<file path="config.mk">
export PLATFORM = sky130hd
export DESIGN_NAME = icache_4x16
export DESIGN_NICKNAME = d
export VERILOG_FILES = /design/src/rtl/icache_4x16.sv
export SDC_FILE = /design/constraint.sdc
export NUM_CORES = 1
export LEC_CHECK = 0
export CORE_MARGIN = 1.5
export CORE_UTILIZATION = 60
export DETAILED_ROUTE_END_ITERATION = 8
export GPL_ROUTABILITY_DRIVEN = 0
export PLACE_DENSITY = 0.84
export SETUP_SLACK_MARGIN = 0.3
export SYNTH_ARGS = -nofsm -noshare
export SYNTH_HDL_FRONTEND = slang
export SYNTH_SLANG_ARGS = --single-unit
</file>
<file path="constraint.sdc">
create_clock -name g_clk -period 9.38 [get_ports g_clk]
set_input_delay 2.345 -clock g_clk [delete_from_list [all_inputs] [get_ports g_clk]]
set_output_delay 2.345 -clock g_clk [all_outputs]
set_load 0.01 [all_outputs]
</file>
<file path="src/rtl/icache_4x16.sv">
// rtl/icache_4x16.sv - direct-mapped 4-line x 16-bit instruction cache between fetch and instruction RAM
module icache_4x16 #(
  parameter int RAM_LAT = 1,  // 1..4 cycles from ram_rd sampled high to ram_data valid
  parameter int CNT_W   = 8
) (
  input  logic             g_clk,
  input  logic             g_clr,
  input  logic [7:0]       cpu_addr,
  input  logic             cpu_rd,
  input  logic             flush,
  output logic [15:0]      cpu_data,
  output logic             odv,
  output logic             busy,
  output logic [7:0]       ram_addr,
  output logic             ram_rd,
  input  logic [15:0]      ram_data,
  output logic [CNT_W-1:0] hit_cnt,
  output logic [CNT_W-1:0] miss_cnt
);

  typedef enum logic [2:0] {
    S_IDLE,
    S_LOOKUP,
    S_MISS_REQ,
    S_MISS_WAIT,
    S_FILL
  } state_t;

  // Wait counter preload; MISS_WAIT leaves when the counter reads zero.
  localparam logic [1:0] WAIT_INIT = 2'(RAM_LAT - 1);

  state_t      state;
  state_t      state_nxt;
  logic [7:0]  req_addr;
  logic [1:0]  wait_cnt;
  logic [15:0] fill_data;
  logic [3:0]  valid;
  logic [5:0]  tag_mem  [4];
  logic [15:0] line_mem [4];

  logic [1:0]  req_index;
  logic [5:0]  req_tag;
  logic        lookup_hit;
  logic        accept;
  logic        hit_evt;
  logic        miss_evt;
  logic        fill_evt;
  logic        capture_evt;

  // Everything after acceptance works from the latched address only.
  assign req_index   = req_addr[1:0];
  assign req_tag     = req_addr[7:2];
  assign lookup_hit  = valid[req_index] && (tag_mem[req_index] == req_tag);
  assign capture_evt = (state == S_MISS_WAIT) && (wait_cnt == 2'd0);

  assign busy     = (state != S_IDLE);
  assign ram_rd   = (state == S_MISS_REQ);
  assign ram_addr = req_addr;

  // State register.
  always_ff @(posedge g_clk or posedge g_clr) begin
    if (g_clr) begin
      state <= S_IDLE;
    end else begin
      state <= state_nxt;
    end
  end

  // Next-state logic and single-cycle event strobes.
  always_comb begin
    state_nxt = state;
    accept    = 1'b0;
    hit_evt   = 1'b0;
    miss_evt  = 1'b0;
    fill_evt  = 1'b0;
    case (state)
      S_IDLE: begin
        if (cpu_rd) begin
          accept    = 1'b1;
          state_nxt = S_LOOKUP;
        end
      end
      S_LOOKUP: begin
        if (lookup_hit) begin
          hit_evt   = 1'b1;
          state_nxt = S_IDLE;
        end else begin
          miss_evt  = 1'b1;
          state_nxt = S_MISS_REQ;
        end
      end
      S_MISS_REQ: begin
        state_nxt = S_MISS_WAIT;
      end
      S_MISS_WAIT: begin
        if (wait_cnt == 2'd0) begin
          state_nxt = S_FILL;
        end
      end
      S_FILL: begin
        fill_evt  = 1'b1;
        state_nxt = S_IDLE;
      end
      default: begin
        state_nxt = S_IDLE;
      end
    endcase
  end

  // Request address is captured once at acceptance and held for the whole transaction.
  always_ff @(posedge g_clk or posedge g_clr) begin
    if (g_clr) begin
      req_addr <= 8'h00;
    end else if (accept) begin
      req_addr <= cpu_addr;
    end
  end

  // RAM latency counter: preloaded in MISS_REQ, counted down in MISS_WAIT.
  always_ff @(posedge g_clk or posedge g_clr) begin
    if (g_clr) begin
      wait_cnt <= 2'd0;
    end else if (state == S_MISS_REQ) begin
      wait_cnt <= WAIT_INIT;
    end else if ((state == S_MISS_WAIT) && (wait_cnt != 2'd0)) begin
      wait_cnt <= wait_cnt - 2'd1;
    end
  end

  // RAM word is sampled on the edge leaving MISS_WAIT, then written into the line during FILL.
  always_ff @(posedge g_clk or posedge g_clr) begin
    if (g_clr) begin
      fill_data <= 16'h0000;
    end else if (capture_evt) begin
      fill_data <= ram_data;
    end
  end

  // Valid bits: flush beats a simultaneous fill, so a line filled under flush stays invalid.
  always_ff @(posedge g_clk or posedge g_clr) begin
    if (g_clr) begin
      valid <= 4'b0000;
    end else if (flush) begin
      valid <= 4'b0000;
    end else if (fill_evt) begin
      valid[req_index] <= 1'b1;
    end
  end

  // Tag and data arrays are written on every fill regardless of flush.
  always_ff @(posedge g_clk or posedge g_clr) begin
    if (g_clr) begin
      for (int i = 0; i < 4; i++) begin
        tag_mem[i]  <= 6'd0;
        line_mem[i] <= 16'h0000;
      end
    end else if (fill_evt) begin
      tag_mem[req_index]  <= req_tag;
      line_mem[req_index] <= fill_data;
    end
  end

  // Fetch-side output: cleared on acceptance, set by a hit or a fill, held otherwise.
  always_ff @(posedge g_clk or posedge g_clr) begin
    if (g_clr) begin
      cpu_data <= 16'h0000;
      odv      <= 1'b0;
    end else if (accept) begin
      odv <= 1'b0;
    end else if (hit_evt) begin
      cpu_data <= line_mem[req_index];
      odv      <= 1'b1;
    end else if (fill_evt) begin
      cpu_data <= fill_data;
      odv      <= 1'b1;
    end
  end

  // Saturating statistics counters.
  always_ff @(posedge g_clk or posedge g_clr) begin
    if (g_clr) begin
      hit_cnt  <= '0;
      miss_cnt <= '0;
    end else begin
      if (hit_evt && (hit_cnt != {CNT_W{1'b1}})) begin
        hit_cnt <= hit_cnt + CNT_W'(1);
      end
      if (miss_evt && (miss_cnt != {CNT_W{1'b1}})) begin
        miss_cnt <= miss_cnt + CNT_W'(1);
      end
    end
  end

endmodule

</file>
==> flow_summary.yaml <==
worst_setup_path:
  path_cells: "or3_1 -> clkdlybuf4s50_1"
  required_ps: 7040
  cp.arrival_ps: 1810
  crit_fanout: 10
  critPathKind: "reg -> out"
  cp-start-kind: "flop"
  worstPathBufferInverterCount: 1
  worstReg2RegEnd: "hit_cnt[7]$_DFFE_PP0P_"
  timing.reg2reg.setup_slack_ps: 6260
  cpLargestDelayFamily: "buffers and inverters"
  crit_path_max_incr_delay_ps: 490
  slowest_stage: "clkdlybuf4s50_1"
  ff2ff_path_depth: 7
  r2r-start: "ram_addr[0]$_DFFE_PP0P_"
  worstSetupEndpointType: "output port"
cells_and_area:
  fillers: 690
  drive_gt1_frac: 0.266
  num_antenna_cells: 0
  fin_nets: 609
  area_delta_synth_final_pct: 20.8
placement:
  numPortBuffers: 70
  dpl.hpwl_um: 8180
synth:
  ys.flop_type: "dfrtp_1"
  synth_top_family_by_area: "multiplexers"
  synthMuxAreaShare: 0.264
  syn_inst: 509
  synth_edf_count: 0
  synth_commonest_cells: "dfrtp_1, mux2_2, nand2_1, mux2i_1, clkbuf_1"
  ys_types: 43
  synthAdderAreaFrac: 0.00552
  synth_top_area_share: 0.566
  synth_top_area_cell: "dfrtp_1"
  yosys.area_share.simple: 0.0839
  async_flop_share: 1.00
  synthXorXnorAreaFrac: 0.0257
  ys_ff_latch: 154
  yosysMostFrequentCell: "dfrtp_1"
  ys_seq_area_frac: 0.566
  synthesis.area_um2: 6800
  synth.net_count: 540
  synth_area_leaders: "dfrtp_1, mux2_2, mux4_2"
  synth-compound-area-share: 0.0320
  yosys_warnings: 0
  syn_avg_cell_area_um2: 13.4
floorplan:
  floorplan.io_pins: 71
  die_area_um2: 12000
  die_h_um: 109
  start_util: 0.622
  die_w_um: 109
  core_area_um2: 10900
  rows: 38
min_path:
  holdPathStages: 1
  min_path_type: "reg -> reg"
  worstHoldStart: "line_mem[1]$_DFFE_PP0P_"
  min_to: "line_mem[1]$_DFFE_PP0P_"
drt:
  drt_iter0_markers: 243
  vias: 4275
  drt_first_pass_iters: 4
  drt-total-wl_um: 13700
  vias_per_cell: 5.85
  drtAntennaViolNets: 0
  wl_per_cell_um: 18.8
  drc: 0
cts:
  clock_latency_ps: 420
  cts_root_buffer: "clkbuf_16"
  htree_levels: 4
  cts_buffers: 17
  clkTransAtPathRegs_ps: 60
  cts_tree: "yes"
  cts_hold_buf: 0
  cts_setup_buffers: 0
  numClockSinks: 154
  clock_path_buffers: 2
  cts-resized-gates: 0
global_route:
  grt_antenna_before_repair: 0
  grt_pass1_vias: 4512
  grt_overflow: 0
  grt_start_max_net_pins: 84
  grtUsageTotal: 0.252
  grt_first_pass_wirelength_um: 22700
timing:
  slew_headroom: 0.358
  setup_viol: 0
  timing.final.crit_share: 0.443
  finalSetupTns_ps: 0
  fin_crit_ps: 4150
  drv_slew: 0
  hold_viol: 0
  fin_skew_ps: 11.0
  tightestPinTransition_ps: 958
  fmax_ghz: 0.241
  rsz0062_at_grt: "false"
pwr:
  power.total_mw: 2.65
  vdd_ir_drop_max_v: 0.000229
  p_per_area_nw_per_um2: 322
  leakage_nw: 3.66
run_status:
  outcome: "complete, no violations"
job:
  cap_violations: 0
## cell families after synthesis
kind of cell    count (synthesis)
compound gates                 33
xor+xnor                       20
fa+ha+maj                       3
buf+inv                        38
flops                         154
mux                           143
simple gates                  118
## where the power goes
part	switching, mW	leakage (nW)	internal (mW)
Clock	0.263	0.276	0.397
Combinational	0.377	1.40	0.493
Sequential	0.199	1.98	0.918
Total	0.839	3.66	1.81
## how the worst max path moves through the flow
| stage | from | to | slack (ps) | cells after the start |
|---|---|---|---|---|
| final | state[0]$_DFFE_PP0P_ | busy | 5230 | 2 |
| after global routing | ram_addr[0]$_DFFE_PP0P_ | ram_addr[0] | 5130 | 2 |
| after CTS | ram_addr[0]$_DFFE_PP0P_ | ram_addr[0] | 5190 | 2 |
| after detailed placement | g_clr | miss_cnt[4]$_DFFE_PP0P_ | 5040 | 3 |
| after global placement | g_clr | miss_cnt[3]$_DFFE_PP0P_ | 5100 | 3 |
| after floorplan | g_clr | cpu_data[0]$_DFFE_PP0P_ | 2890 | 1 |
## per-layer routing
layer  part of all wire  GRT usage  up-vias
met5                  0          0        -
met3              0.039     0.0510       20
met1               0.44      0.330     2216
met2               0.50      0.417      106
met4              0.017     0.0937        0
li1                   -          -     1933
## sequential cells by signal, indices dropped and copies added, names as in the netlist, 3 cells and up
name and flops:
cpu_data 16, fill_data 16, hit_cnt 8, line_mem 64, miss_cnt 8, ram_addr 8
state 3, tag_mem 24, valid 4
## worst reg2reg max path: stages, from the launching register on
cell and delay [ps]:
dfrtp_1 320, buf_4 420, mux4_2 580, xnor2_1 290, nand2_1 90, a2111o_1 540
nor4_1 400, mux2_1 360
## cell type report
class                   instances  area, µm²  share of cell area
clock inverters                12        125              0.0152
inverters                       9       38.8             0.00472
multi-input cells             317       2810               0.342
clock buffers                  20        447              0.0544
well taps                     140        175              0.0213
repair buffers                 79        768              0.0935
flip-flops and latches        154       3850               0.469
## cells in the final DEF, fill, tap and decap left out, drive strengths merged, types with 8 or more instances in the layout
cell,synthesis,layout
clkbuf,21,20
mux2,101,101
nand3,10,10
xnor2,13,13
buf,8,9
dfrtp,154,154
nor2,10,10
mux4,19,19
clkinv,1,8
nand2,72,72
inv,8,8
o21ai,16,16
clkdlybuf4s50,0,70
mux2i,23,23
## metrics by stage
stage | hold WS (ps) | cells | utilization | instance area (µm²) | worst slack, ps
final | 492 | 731 | 0.751 | 8220 | 5230
after global routing | 517 | 731 | 0.751 | 8220 | 5130
after CTS | 493 | 731 | 0.751 | 8220 | 5190
after detailed placement | 469 | 699 | 0.699 | 7640 | 5040
after global placement | 465 | 699 | 0.699 | 7640 | 5100
after floorplan | 441 | 509 | - | 6800 | 2890
(Power assumes the default switching activity.)
